==> src/rtl/mult_div_pkg.sv <==
// Shared definitions for the MIPS MULT/DIV sequencer and its control-unit decoder.
package mult_div_pkg;

  typedef enum logic [2:0] {
    ST_IDLE = 3'd0,
    ST_MULT = 3'd1,
    ST_DIV  = 3'd2,
    ST_FIX  = 3'd3,
    ST_DONE = 3'd4
  } state_t;

  localparam logic OP_MULT = 1'b0;
  localparam logic OP_DIV  = 1'b1;

  // MIPS funct field values used by the main control unit decoder.
  localparam logic [5:0] FUNCT_MULT = 6'h18;
  localparam logic [5:0] FUNCT_DIV  = 6'h1A;

endpackage

==> src/rtl/mult_div_datapath.sv <==
// Datapath for the MULT/DIV sequencer: operand magnitudes, the shared
// 2*WIDTH accumulator ({rem,quot} in divide mode), iteration add/subtract,
// sign correction and the architectural HI/LO registers.
module mult_div_datapath
  import mult_div_pkg::*;
#(
  parameter int unsigned WIDTH = 32
) (
  input  logic             clk,
  input  logic             reset,
  input  logic             load,
  input  logic             op,
  input  logic             is_unsigned,
  input  logic [WIDTH-1:0] a,
  input  logic [WIDTH-1:0] b,
  input  logic             step_mult,
  input  logic             step_div,
  input  logic             fix,
  input  logic             fix_div,
  output logic [WIDTH-1:0] hi,
  output logic [WIDTH-1:0] lo
);

  logic [2*WIDTH-1:0] acc;
  logic [WIDTH-1:0]   mcand;
  logic               res_neg;
  logic               rem_neg;

  logic [WIDTH-1:0]   a_mag;
  logic [WIDTH-1:0]   b_mag;
  logic [WIDTH:0]     mult_sum;
  logic [WIDTH:0]     rem_sh;
  logic [WIDTH:0]     div_diff;
  logic [2*WIDTH-1:0] acc_mult;
  logic [2*WIDTH-1:0] acc_div;
  logic [2*WIDTH-1:0] prod_fix;
  logic [WIDTH-1:0]   quot_fix;
  logic [WIDTH-1:0]   rem_fix;

  // Magnitudes, one multiply/divide iteration and the final sign correction.
  always_comb begin
    a_mag = (a[WIDTH-1] && !is_unsigned) ? -a : a;
    b_mag = (b[WIDTH-1] && !is_unsigned) ? -b : b;

    mult_sum = {1'b0, acc[2*WIDTH-1:WIDTH]} + (acc[0] ? {1'b0, mcand} : '0);
    acc_mult = {mult_sum, acc[WIDTH-1:1]};

    // rem_sh keeps the bit shifted out of rem so the trial subtract is WIDTH+1 wide.
    rem_sh   = acc[2*WIDTH-1:WIDTH-1];
    div_diff = rem_sh - {1'b0, mcand};
    acc_div  = div_diff[WIDTH] ? {rem_sh[WIDTH-1:0], acc[WIDTH-2:0], 1'b0}
                               : {div_diff[WIDTH-1:0], acc[WIDTH-2:0], 1'b1};

    prod_fix = res_neg ? -acc : acc;
    quot_fix = res_neg ? -acc[WIDTH-1:0] : acc[WIDTH-1:0];
    rem_fix  = rem_neg ? -acc[2*WIDTH-1:WIDTH] : acc[2*WIDTH-1:WIDTH];
  end

  // Operand latch, iteration register and HI/LO commit.
  always_ff @(posedge clk) begin
    if (!reset) begin
      acc     <= '0;
      mcand   <= '0;
      res_neg <= 1'b0;
      rem_neg <= 1'b0;
      hi      <= '0;
      lo      <= '0;
    end else if (load) begin
      res_neg <= !is_unsigned && (a[WIDTH-1] ^ b[WIDTH-1]);
      rem_neg <= !is_unsigned && a[WIDTH-1];
      if (op == OP_DIV) begin
        acc   <= {{WIDTH{1'b0}}, a_mag};
        mcand <= b_mag;
      end else begin
        acc   <= {{WIDTH{1'b0}}, b_mag};
        mcand <= a_mag;
      end
    end else if (step_mult) begin
      acc <= acc_mult;
    end else if (step_div) begin
      acc <= acc_div;
    end else if (fix) begin
      if (fix_div) begin
        hi <= rem_fix;
        lo <= quot_fix;
      end else begin
        hi <= prod_fix[2*WIDTH-1:WIDTH];
        lo <= prod_fix[WIDTH-1:0];
      end
    end
  end

endmodule

==> src/rtl/mult_div_unit.sv <==
// MIPS MULT/DIV multicycle sequencer: FSM and iteration counter around
// mult_div_datapath. Optional MULT_DIV_UNSIGNED_EN adds the is_unsigned
// input (MULTU/DIVU); without it every operation is signed.
module mult_div_unit
  import mult_div_pkg::*;
#(
  parameter int unsigned WIDTH = 32,
  parameter int unsigned CNT_W = 6
) (
  input  logic             clk,
  input  logic             reset,
  input  logic             start,
  input  logic             op,
`ifdef MULT_DIV_UNSIGNED_EN
  input  logic             is_unsigned,
`endif
  input  logic [WIDTH-1:0] a,
  input  logic [WIDTH-1:0] b,
  output logic             busy,
  output logic             done,
  output logic             div_zero,
  output logic [WIDTH-1:0] hi,
  output logic [WIDTH-1:0] lo
);

  state_t           state;
  state_t           state_next;
  logic [CNT_W-1:0] cnt;
  logic [CNT_W-1:0] cnt_next;
  logic             op_q;
  logic             accept;
  logic             step_mult;
  logic             step_div;
  logic             fix;
  logic             unsigned_sel;

`ifdef MULT_DIV_UNSIGNED_EN
  assign unsigned_sel = is_unsigned;
`else
  assign unsigned_sel = 1'b0;
`endif

  // State, counter, latched op and sticky divide-by-zero flag.
  always_ff @(posedge clk) begin
    if (!reset) begin
      state    <= ST_IDLE;
      cnt      <= '0;
      op_q     <= OP_MULT;
      div_zero <= 1'b0;
    end else begin
      state <= state_next;
      cnt   <= cnt_next;
      if (accept) begin
        op_q     <= op;
        div_zero <= (op == OP_DIV) && (b == '0);
      end
    end
  end

  // Next-state, counter update and decoded status/datapath controls.
  always_comb begin
    state_next = state;
    cnt_next   = cnt;
    accept     = 1'b0;
    busy       = 1'b0;
    done       = 1'b0;
    step_mult  = 1'b0;
    step_div   = 1'b0;
    fix        = 1'b0;
    case (state)
      ST_IDLE: begin
        if (start) begin
          accept   = 1'b1;
          cnt_next = '0;
          if (op == OP_DIV && b == '0) state_next = ST_DONE;
          else if (op == OP_DIV)       state_next = ST_DIV;
          else                         state_next = ST_MULT;
        end
      end
      ST_MULT, ST_DIV: begin
        busy      = 1'b1;
        step_mult = (state == ST_MULT);
        step_div  = (state == ST_DIV);
        cnt_next  = cnt + 1'b1;
        if (cnt == CNT_W'(WIDTH - 1)) state_next = ST_FIX;
      end
      ST_FIX: begin
        busy       = 1'b1;
        fix        = 1'b1;
        state_next = ST_DONE;
      end
      ST_DONE: begin
        done       = 1'b1;
        state_next = ST_IDLE;
      end
      default: state_next = ST_IDLE;
    endcase
  end

  mult_div_datapath #(
    .WIDTH(WIDTH)
  ) u_datapath (
    .clk        (clk),
    .reset      (reset),
    .load       (accept),
    .op         (op),
    .is_unsigned(unsigned_sel),
    .a          (a),
    .b          (b),
    .step_mult  (step_mult),
    .step_div   (step_div),
    .fix        (fix),
    .fix_div    (op_q),
    .hi         (hi),
    .lo         (lo)
  );

endmodule

==> config.mk <==
export PLATFORM = sky130hd
export DESIGN_NAME = mult_div_unit
export DESIGN_NICKNAME = d
export VERILOG_FILES = /design/src/rtl/mult_div_pkg.sv /design/src/rtl/mult_div_datapath.sv /design/src/rtl/mult_div_unit.sv
export SDC_FILE = /design/constraint.sdc
export NUM_CORES = 1
export LEC_CHECK = 0
export CAP_MARGIN = 5
export CORE_MARGIN = 5
export CORE_UTILIZATION = 45
export DETAILED_ROUTE_END_ITERATION = 6
export PLACE_DENSITY = 0.68
export SLEW_MARGIN = 20
export SYNTH_ARGS = -nofsm -noshare
export SYNTH_HDL_FRONTEND = slang
export SYNTH_SLANG_ARGS = --single-unit
==> constraint.sdc <==
create_clock -name clk -period 3.61 [get_ports clk]
set_input_delay 0.9025 -clock clk [delete_from_list [all_inputs] [get_ports clk]]
set_output_delay 0.9025 -clock clk [all_outputs]
set_load 0.01 [all_outputs]
==> results.sh <==
export IMPL_dp_slack_ns=-0.332
export IMPL_nNetsFinal=2283
export IMPL_antenna_found_initial=2
export IMPL_ys_types=83
export IMPL_die_area_um2=35100
export IMPL_drc_errors=0
export IMPL_yosys_top_cells_area="dfxtp_1 (24%), nand2_1 (6.8%), a21oi_1 (6.1%)"
export IMPL_grt_max_degree=63
export IMPL_avgRoutedWirePerCell_um=19.7
export IMPL_die_w_um=187
export IMPL_status="finished, final reports clean"
export IMPL_final_layout_size_suffix_gt1_share_pct=12.1
export IMPL_endpoint_kind="register"
export IMPL_wl_met2_mm=22.8
export IMPL_cp_endpoint="u_datapath.acc[58]"
export IMPL_finalSetupViolations=0
export IMPL_start_kind="register"
export IMPL_multi_input_area_um2=10000
export IMPL_slew_headroom_pct=25.3
export IMPL_drt_first_pass_iters=5
export IMPL_wl_met1_mm=22.6
export IMPL_hold_viol_final=0
export IMPL_placed_area_um2=16800
export IMPL_io_buffer_count=134
export IMPL_period_minus_slack_ns=3.52
export IMPL_grt_pass1_vias=14400
export IMPL_worst_pin_slew_ns=1.11
export IMPL_slew_violations=0
export IMPL_yosysMostFrequentCell="nand2_1"
export IMPL_clock_sinks=173
export IMPL_r2r_end="u_datapath.acc[58]"
export IMPL_powerDensity_nw_per_um2=921
export IMPL_cts_tree="done"
export IMPL_dieHeight_um=187
export IMPL_syn_inst=1955
export IMPL_area_delta_synth_final_pct=24.0
export IMPL_fillCellCount=3010
export IMPL_finClkSkew_ns=0.0189
export IMPL_critical_path_class="reg -> reg"
export IMPL_htree_levels=4
export IMPL_clock_fmax_mhz=284
export IMPL_core_um2=31300
export IMPL_fin_area_um2=17500
export IMPL_synth_edf_count=0
export IMPL_avgViaCountPerCell=6.00
export IMPL_whs_ns=0.454
export IMPL_dp_hpwl_mm=38.8
export IMPL_ir_worst_vdd_uv=567
export IMPL_track_usage_pct=27.2
export IMPL_wl_met3_mm=3.42
export IMPL_ctsHoldBuffers=0
export IMPL_finalPower_mw=16.2
export IMPL_synth_top_area_share_pct=24.5
export IMPL_path_max_fanout=13
export IMPL_io_pins=135
export IMPL_regArea_um2=3460
export IMPL_grt_overflow=0
export IMPL_clock_latency_ns=0.44
export IMPL_finalWeightedCongestion=0.991
export IMPL_drt_first_iter_violations=1433
export IMPL_worstHoldPathCells=2
export IMPL_synthesis_nets=2094
export IMPL_synth_main_ff_cell="dfxtp_1"
export IMPL_worstPathRequired_ns=3.94
export IMPL_top_layer="met4"
export IMPL_std_cell_rows=65
export IMPL_routed_wl_mm=50.3
export IMPL_r2r_start="u_datapath.acc[0]"
export IMPL_finalCritPeriodShare_pct=97.5
export IMPL_cp_startpoint="u_datapath.acc[0]"
export IMPL_hp_class="reg -> reg"
export IMPL_async_reset_ff_share_pct=0
export IMPL_initial_utilization_pct=45.2
export IMPL_tns_ns=0
export IMPL_antenna_cells=0
export IMPL_yosys_warnings=0
export IMPL_cp_arrival_ns=3.85
export IMPL_reg2regPathDepth=15
export IMPL_vias=15400
export IMPL_reg2reg_setup_slack_ns=0.09
export IMPL_p_leak_nw=6.86
export IMPL_ant_nets=0
export IMPL_cts_buffers=17
export IMPL_cts_path_max_buffers=2
export IMPL_grt_first_pass_wirelength_mm=78.2
export IMPL_drv_cap=0
export IMPL_synth_top_area_cell="dfxtp_1"
export IMPL_synthesis_area_um2=14100
export IMPL_ys_seq_area_share_pct=24.5
export IMPL_synth_common_cells="nand2_1 (255), nor2_1 (189), a21oi_1 (173), dfxtp_1 (173), o21ai_0 (142)"
export IMPL_syn_area_per_cell_um2=7.23
export IMPL_clk_pin_slew_ns=0.07
export IMPL_yosys_register_bits=173
export IMPL_cts_root_buf="clkbuf_16"
export IMPL_finalWorstSetupSlack_ns=0.0891
[per-layer routing]
layer  GRT usage (%)  vias up
met5               0        -
met4            8.70        0
met1            37.7     7201
met3            3.25       93
met2            44.2      572
li1                -     7488
[what timing repair did]
action,in CTS,in global routing
pin swaps,0,9
endpoints found under the setup margin,2,29
buffers inserted,0,1
gates resized for setup,1,22
cloned,0,1
[worst min path at each step]
| stage | end | startpoint | slack [ns] |
|---|---|---|---|
| 6_report | u_datapath.hi[23] | u_datapath.hi[23] | 0.45 |
| 5_1_grt | u_datapath.mcand[2] | u_datapath.mcand[2] | 0.47 |
| 4_1_cts | u_datapath.mcand[3] | u_datapath.mcand[3] | 0.46 |
| 3_5_place_dp | u_datapath.mcand[3] | u_datapath.mcand[3] | 0.45 |
| 3_3_place_gp | u_datapath.hi[7] | u_datapath.hi[7] | 0.44 |
| 2_1_floorplan | u_datapath.mcand[4] | u_datapath.mcand[4] | 0.43 |
[report_power, final]
part / switching [mW] / internal [mW] / total (mW)
sequential: 0.581 / 2.40 / 2.98
combinational: 6.65 / 4.55 / 11.2
clock: 0.994 / 0.966 / 1.96
[layout by cell type (no fill, tap or decap), types with 15 or more instances in the layout]
| cell type | count |
|---|---|
| inv_1 | 57 |
| a22oi_1 | 17 |
| nand4_1 | 15 |
| o21ai_0 | 141 |
| xnor2_1 | 78 |
| a31oi_1 | 22 |
| dfxtp_1 | 172 |
| and2_1 | 16 |
| or4_1 | 18 |
| o31ai_1 | 37 |
| nand2b_1 | 21 |
| nor3_1 | 25 |
| nand3_1 | 61 |
| a21o_1 | 22 |
| ha_1 | 69 |
| clkbuf_16 | 18 |
| nand2_1 | 255 |
| o41ai_1 | 15 |
| clkdlybuf4s50_1 | 133 |
| buf_4 | 168 |
| o211ai_1 | 53 |
| nor2_1 | 188 |
| a21oi_1 | 171 |
| xor2_1 | 86 |
| a211oi_1 | 55 |
| or3_1 | 24 |
[metrics by stage]
| step | instances | utilization (%) |
|---|---|---|
| after global routing | 2559 | 56.0 |
| after global placement | 2525 | 53.6 |
| final | 2559 | 56.0 |
| after CTS | 2557 | 55.6 |
| after detailed placement | 2525 | 53.6 |
| after floorplan | 1955 | - |
[critical path: stages (launching register included)]
cell and delay, ns:
dfxtp_2 0.34, inv_2 0.08, buf_12 0.14, nor2_1 0.05, ha_1 0.37, nand3_1 0.10
o211ai_1 0.43, a2111oi_2 0.14, buf_4 0.17, o211ai_1 0.36, a21o_1 0.22, a21oi_2 0.08
o31a_1 0.28, xor2_1 0.16, buf_4 0.15, a2111oi_2 0.33
[cell type report]
| cell class | count | share of cell area (%) |
|---|---|---|
| Multi-Input combinational cell | 1586 | 57.1 |
| Sequential cell | 173 | 19.8 |
| Timing Repair Buffer | 307 | 15.4 |
| Tap cell | 402 | 2.87 |
| Clock buffer | 17 | 2.43 |
| Inverter | 59 | 1.27 |
| Clock inverter | 15 | 1.19 |
[sequential cells by signal, summed over array words and instances, names as in the netlist]
name	cells
u_datapath.res_neg	1
cnt	6
u_datapath.hi	32
u_datapath.rem_neg	1
div_zero	1
u_datapath.lo	32
op_q	1
u_datapath.acc	64
state	3
u_datapath.mcand	32
[logic make-up after synthesis]
kind of cell / Yosys count / share of synthesized area [%]
flip-flops: 173 / 24.5
AND/OR/NAND/NOR: 694 / 23.0
adder cells (fa/ha/maj): 71 / 6.39
buffers and inverters: 196 / 5.49
multiplexers: 14 / 0.991
XOR/XNOR: 166 / 10.3
AO/OA/AOI/OAI: 641 / 29.3
Power figures use the tool's default switching activity.
